[config.mk]
export PLATFORM = sky130hd
export DESIGN_NAME = uop_issue_queue
export DESIGN_NICKNAME = d
export VERILOG_FILES = /design/src/rtl/uop_issue_queue.sv
export SDC_FILE = /design/constraint.sdc
export NUM_CORES = 2
export LEC_CHECK = 0
export CAP_MARGIN = 20
export CORE_MARGIN = 1.5
export CORE_UTILIZATION = 67
export DETAILED_ROUTE_END_ITERATION = 10
export PLACE_DENSITY = 0.95
export SETUP_SLACK_MARGIN = 0.02
export SYNTH_ARGS = -nofsm -noshare
export SYNTH_HDL_FRONTEND = slang
export SYNTH_SLANG_ARGS = --single-unit
[constraint.sdc]
create_clock -name clk_in -period 25.2 [get_ports clk_in]
set_input_delay 5.04 -clock clk_in [delete_from_list [all_inputs] [get_ports clk_in]]
set_output_delay 5.04 -clock clk_in [all_outputs]
set_load 0.01 [all_outputs]
[src/rtl/uop_issue_queue.sv]
// Circular uop buffer between the decoder and the backend: accepts up to ENQ_WIDTH uops per
// cycle and presents the oldest INSTR_Q_WIDTH of them. A mispredicted branch flushes everything.

package uop_pkg;

   localparam int INSTR_Q_WIDTH = 4;

   typedef struct packed {
      logic        valid;
      logic [31:0] pc;
      logic [6:0]  opcode;
      logic [4:0]  rd;
      logic [4:0]  rs1;
      logic [4:0]  rs2;
      logic [31:0] imm;
   } uop_insn;

endpackage

module uop_issue_queue #(
   parameter int INSTR_Q_WIDTH = uop_pkg::INSTR_Q_WIDTH,
   parameter int ENQ_WIDTH     = 2,
   parameter int DEPTH         = 16
) (
   input  logic                                 clk_in,
   input  logic                                 rst_N_in,
   input  logic [ENQ_WIDTH-1:0]                 enq_valid_in,
   input  uop_pkg::uop_insn                     enq_uop_in [ENQ_WIDTH],
   output logic                                 enq_ready_out,
   output uop_pkg::uop_insn                     instr_queue_out [INSTR_Q_WIDTH],
   output logic [$clog2(INSTR_Q_WIDTH+1)-1:0]   deq_cnt_out,
   input  logic                                 deq_ready_in,
   input  logic                                 bcond_resolved_in,
   input  logic                                 pc_incorrect_in,
   output logic [$clog2(DEPTH+1)-1:0]           count_out
);

   localparam int PTR_W = $clog2(DEPTH);
   localparam int CNT_W = $clog2(DEPTH + 1);
   localparam int DQ_W  = $clog2(INSTR_Q_WIDTH + 1);
   localparam int EQ_W  = $clog2(ENQ_WIDTH + 1);

   logic [PTR_W-1:0] head_q, head_d;
   logic [PTR_W-1:0] tail_q, tail_d;
   logic [CNT_W-1:0] count_q, count_d;
   uop_pkg::uop_insn mem_q [DEPTH];

   logic             flush;
   logic             enq_fire;
   logic             deq_fire;
   logic [EQ_W-1:0]  enq_n;

   always_comb begin
      flush = bcond_resolved_in & pc_incorrect_in;
   end

   // Lanes are contiguous from lane 0, so the popcount is also the index of the first idle lane.
   always_comb begin
      enq_n = '0;
      for (int i = 0; i < ENQ_WIDTH; i++) begin
         if (enq_valid_in[i]) begin
            enq_n = enq_n + EQ_W'(1);
         end
      end
   end

   // Readiness looks only at registered occupancy; a same-cycle dequeue earns no credit.
   always_comb begin
      enq_ready_out = !flush && ((CNT_W'(DEPTH) - count_q) >= CNT_W'(ENQ_WIDTH));
      enq_fire      = enq_ready_out & enq_valid_in[0];
   end

   always_comb begin
      if (count_q >= CNT_W'(INSTR_Q_WIDTH)) begin
         deq_cnt_out = DQ_W'(INSTR_Q_WIDTH);
      end else begin
         deq_cnt_out = DQ_W'(count_q);
      end
      deq_fire  = deq_ready_in && (deq_cnt_out != '0);
      count_out = count_q;
   end

   always_comb begin
      head_d  = head_q;
      tail_d  = tail_q;
      count_d = count_q;
      if (flush) begin
         head_d  = '0;
         tail_d  = '0;
         count_d = '0;
      end else begin
         if (enq_fire) begin
            tail_d = tail_q + PTR_W'(enq_n);
         end
         if (deq_fire) begin
            head_d = head_q + PTR_W'(deq_cnt_out);
         end
         count_d = count_q
                 + (enq_fire ? CNT_W'(enq_n) : CNT_W'(0))
                 - (deq_fire ? CNT_W'(deq_cnt_out) : CNT_W'(0));
      end
   end

   // NOTE: state flops use non-blocking assignments so every flop samples pre-edge values.
   always_ff @(posedge clk_in or negedge rst_N_in) begin
      if (!rst_N_in) begin
         head_q  <= '0;
         tail_q  <= '0;
         count_q <= '0;
      end else begin
         head_q  <= head_d;
         tail_q  <= tail_d;
         count_q <= count_d;
      end
   end

   // NOTE: storage is deliberately not reset; slots beyond the occupancy are masked on output.
   always_ff @(posedge clk_in) begin
      if (enq_fire) begin
         for (int i = 0; i < ENQ_WIDTH; i++) begin
            if (enq_valid_in[i]) begin
               mem_q[tail_q + PTR_W'(i)] <= enq_uop_in[i];
            end
         end
      end
   end

   // Unoccupied slots read as an all-zero uop so the backend never sees stale payload.
   always_comb begin
      for (int i = 0; i < INSTR_Q_WIDTH; i++) begin
         instr_queue_out[i] = '0;
         if (DQ_W'(i) < deq_cnt_out) begin
            instr_queue_out[i]       = mem_q[head_q + PTR_W'(i)];
            instr_queue_out[i].valid = 1'b1;
         end
      end
   end

   a_enq_contiguous : assert property (@(posedge clk_in) disable iff (!rst_N_in)
      (enq_valid_in & (enq_valid_in + ENQ_WIDTH'(1))) == '0);

   a_count_bound : assert property (@(posedge clk_in) disable iff (!rst_N_in)
      count_q <= CNT_W'(DEPTH));

endmodule

# Yosys cells after proc, flatten, opt, wreduce, memory -nomap -nowiden
# Memories as Yosys holds them, arrays and structs flattened.
# Cells that the tools add are included.
# W data, S select, Z words.
[word_totals]
regBits = 13
out_inout_bits = 357
word_cells = 48
mem_count = 1
latchBits = 0
romBits = 0
ramBits = 1392
[classes]
div_mod_pow = 0
order_cmp = 6
n_bitwise = 2
mul = 0
mux = 20
shifts = 0
eq_ne = 0
reduce_logical = 6
addsub = 10
[memory_table]
columns = ["name", "words", "word_bits", "read_ports", "rd_ports_with_merged_regs", "wr", "line_no", "text"]
rows = [
  ["mem_q", 16, 87, 4, 0, 2, "46", "uop_pkg::uop_insn mem_q [DEPTH];"],
]
[op_table]
columns = ["operator", "count"]
rows = [
  ["$mux W87", 4],
  ["$mux W4", 4],
  ["$add A4 B1 Y4 const B", 2],
  ["$add A4 B2 Y4 const B", 2],
  ["$mux W1", 7],
  ["$lt A1 B3 Y1 const A", 2],
  ["$lt A2 B3 Y1 const A", 2],
  ["$mux W3", 2],
  ["$add A5 B2 Y5", 1],
  ["$ge A5 B2 Y1 const B", 1],
  ["$ge A5 B3 Y1 const B", 1],
  ["$mux W5", 1],
  ["$sub A5 B3 Y5", 1],
  ["$sub A5 B5 Y5 const A", 1],
  ["$add A4 B2 Y4", 1],
  ["$add A4 B3 Y4", 1],
  ["$mux W2", 2],
  ["$reduce_bool A2 Y1", 2],
  ["$reduce_bool A3 Y1", 1],
  ["$add A2 B1 Y2 const B", 1],
  ["$and A1 B1 Y1", 2],
  ["$logic_and A1 B1 Y1", 2],
  ["$logic_not A1 Y1", 1],
]

# Longest topological paths before layout
[logic_depth]
depth_word = 8
ltp_mapped = 16
depth_no_buf = 15

# Worst setup path after synthesis
# Ideal clock, no wire load.
[synth_path]
path_type = "in2reg"
startpoint = "input port enq_valid_in[0]"
endpoint = "memory mem_q[0][0] in the netlist's numbering, enable pin"
path_slack_ps = 10192
arrival_time_ps = 14244
cell_stages = 3
required_time_ps = 24436
cell_sequence = "a21boi_2 > o211ai_1 > o41ai_1"
[synth_rtl]
columns = ["element", "line_no", "text"]
rows = [
  ["from (decl)", "27", "input logic [ENQ_WIDTH-1:0] enq_valid_in,"],
  ["to (decl)", "46", ""],
]

==> summary.md <==
| Metric | Value |
|---|---|
| Outcome | completed |
| Post-synth design cell area | 102000 um^2 |
| I/O pin cnt | 538 |
| Post-cts resize count | 0 |
| Via density | roughly 8.7 |
| Hold Crit Class | register to register |
| CTS buffer count | 152 |
| Peak supply drop | between 0.00015 and 0.0002 V |
| Routability cong. | just under 0.9 |
| Seq/Total Area, Yosys | 0.407 |
| CTS Root Cell | clkbuf_16 |
| Final Max Slew Viols | 0 |
| Critical path arrival | around 7.8 ns |
| Final setup vio count | 0 |
| Sequential Power Share | 0.196 |
| Worst-path cell chain | buf_4 -> buf_12 -> buf_12 -> buf_4 -> buf_16 -> buf_4 -> buf_12 -> mux4_2 -> mux2i_1 -> o22ai_1 -> clkdlybuf4s50_1 |
| Final TNS setup | 0 ns |
| Worst endpoint required time | roughly 20 ns |
| Syn avg cell area | around 17 um^2 |
| Vias in the first global route | between 70000 and 80000 |
| Fill count | approximately 8000 |
| Initial antenna violation count | 55 |
| Clk pin slew, worst setup/hold paths | around 0.06 ns |
| Residual DRC | 0 |
| Vias | around 73000 |
| Clock skew | just under 0.03 ns |
| Drt first pass iters | 6 |
| FF+latch count, synth | roughly 1400 |
| Max Root-Sink Buffers | 3 |
| Crit path largest cell delay | 0.93 ns |
| Gate power share | 0.653 |
| Leak | about 36 nW |
| Port buffer count | between 500 and 600 |
| Cts hold-fix bufs | 0 |
| Power Density | roughly 130 nW/um^2 |
| CTS tree | done |
| Adder-cell area share of the yosys netlist | 0.00311 |
| Setup ws final | about 12 ns |
| Core Area | between 150000 and 200000 um^2 |
| Rel. slew slack | 0.151 |
| Final antenna-violating net count | 0 |
| Starting Density | 0.674 |
| Area delta synth->final | 11.1% |
| DIE AREA | approximately 150000 um^2 |
| Mux contribution to synthesized area | 0.523 |
| Post-CTS Setup Bufs | 0 |
| Drt initial violations | ~14000 |
| Worst Setup End Kind | output pin |
| WL/cell | ~40 um |
| Worst setup SP type | register |
| Site Rows | roughly 140 |
| Setup CP Type | register to output pin |
| Post-synth EDFFs | between 1000 and 1500 |
| Pin count of the biggest net entering global routing | 196 |
| Ys Warns | 0 |
| Htree depth | 4 |
| Final period util | 0.509 |
| Hold_ws | roughly 0.77 ns |
| Slew @ Worst Pin | around 1.3 ns |
| Worst path slowest cell | dfrtp_4 |
| Library cells used by synthesis | 49 |
| Critical path's top delay family | buffers and inverters |
| Largest cells by area after synthesis | edfxtp_1 (40%), mux4_2 (30%), mux2_2 (15%), mux2i_1 (6.8%), o22ai_1 (2.1%) |
| First-pass GRT wire length | about 490000 um |
| Worst Path Max Fanout | 153 |
| Detailed Place HPWL | ~190000 um |
| Final hold violation count | 0 |
| Psw | approximately 6.4 mW |
| Synth cell count leaders | edfxtp_1 (1376), mux4_2 (1376), mux2_2 (1337), mux2i_1 (692), clkbuf_1 (420) |
| Drt total wl | approximately 350000 um |
| MaxCap Viol Count | 0 |
| Place WS | 12.86 ns |
| Asr flop ratio synth | 0.00936 |
| GRT Overall Usage | 0.437 |
| GRT Residual Overflow | 0 |
| XOR/XNOR share of the synthesized area | 0.000685 |
| Ys flop type | edfxtp_1 |
| Internal Power | around 8.6 mW |
| Synth Instances | about 6100 |
| Area share of the largest cell type after synthesis | 0.404 |
| RSZ-0062 raised after global routing | no |
| Die Width | roughly 400 um |
| Tmin final | around 13 ns |
| Layout cells sized above 1 | 0.495 |
| Sw Share | 0.426 |
| Synth Area in Compound Gates | 0.0258 |
| Max Clk Rate | between 70 and 80 MHz |
| WP buf/inv | 8 |
| DIE HEIGHT | around 400 um |
| Area leader, netlist | edfxtp_1 |
| Post-synthesis simple-gate area fraction | 0.00432 |
| Final #Nets | between 6000 and 7000 |
| Clock Power Share | 0.151 |
| Worst reg-to-reg setup slack | a little under 20 ns |
| Syn Nets | between 6000 and 7000 |
| Main combinational cell family by area after synthesis | multiplexers |
| Clk_lat worst skew | approximately 0.84 ns |
| Clock sinks | 1389 |
path summary, 6_finish.rpt:
path	from	to	depth (start not counted)
worst max-delay path	head_q[0]	instr_queue_out[68]	11
worst min-delay path	head_q[3]	head_q[3]	2
worst max register to register	count_out[1]	mem_q[4][80]	9
worst min register to register	head_q[3]	head_q[3]	2
max in group asynchronous	rst_N_in	head_q[2]	1
min in group asynchronous	rst_N_in	tail_q[2]	1
state kept, by name, indices dropped and copies added, names as in the netlist:
name       flops
tail_q         4
mem_q       1376
head_q         4
count_out      5
cell type report:
type / instances / area (um^2) / share of cell area
Multi-Input combinational cell: 3954 / 57300 / 0.504
Sequential cell: 1389 / 41700 / 0.367
Timing Repair Buffer: 686 / 7060 / 0.0622
Clock buffer: 181 / 3930 / 0.0346
Tap cell: 2030 / 2540 / 0.0224
Clock inverter: 100 / 998 / 0.00879
Antenna cell: 32 / 80.1 / 0.000705
Inverter: 18 / 75.1 / 0.000661
power groups by stage:
stage	Sequential [mW]	Clock [mW]	Combinational [mW]
2_1_floorplan	2.91	0	5.90
3_3_place_gp	2.94	0	9.10
3_5_place_dp	2.97	0	9.30
4_1_cts	2.92	2.25	9.39
5_1_grt	2.95	2.33	9.92
6_report	2.94	2.27	9.80
through the flow:
step | power, mW | area, um^2 | cells | utilization
floorplan | 8.81 | 102000 | 6148 | -
global placement | 12.0 | 108000 | 8058 | 0.713
detailed placement | 12.3 | 108000 | 8060 | 0.713
global route | 15.2 | 114000 | 8376 | 0.749
CTS | 14.6 | 113000 | 8341 | 0.745
finish | 15.0 | 114000 | 8390 | 0.749
placed cells by master, fill, tap and decap left out, types with 6 or more instances in the layout:
cell                n
mux2_2           1337
buf_12             23
diode_2            32
nand2b_1            6
a21oi_1            12
o22ai_1           344
ha_1               17
dfrtp_1            10
clkdlybuf4s50_1   535
clkinv_8            6
clkinv_2           20
clkinv_1           43
mux2i_1           692
bufinv_16          16
o2111ai_4           6
edfxtp_1         1376
inv_1              16
nor2_4             11
nor2_1              9
clkbuf_1           28
nand2_1            24
mux4_2           1376
mux2_1             40
buf_16             14
clkbuf_16         153
buf_4             113
cell families (layout without fill, tap and decap cells):
kind of cell | after synthesis | in the layout
DFF | 1389 | 1389
adders and majority gates | 23 | 23
and+or+nand+nor | 87 | 87
other | 0 | 32
xor gates and xnor gates | 8 | 8
muxes | 3446 | 3446
buffers and inverters | 805 | 985
AOI/OAI and AO/OA | 390 | 390
metal layers:
metal	GRT usage	wire length [um]	up-vias
li1	-	-	26600
met1	0.546	101000	36000
met2	0.632	152000	8429
met3	0.184	65800	1905
met4	0.274	26100	62
met5	0.00585	519	-
worst min-delay path, stage by stage (launching register included):
cell	delay (ns)
dfrtp_1	0.50
o21ai_0	0.14
a21oi_1	0.08
(Power assumes the default switching activity.)
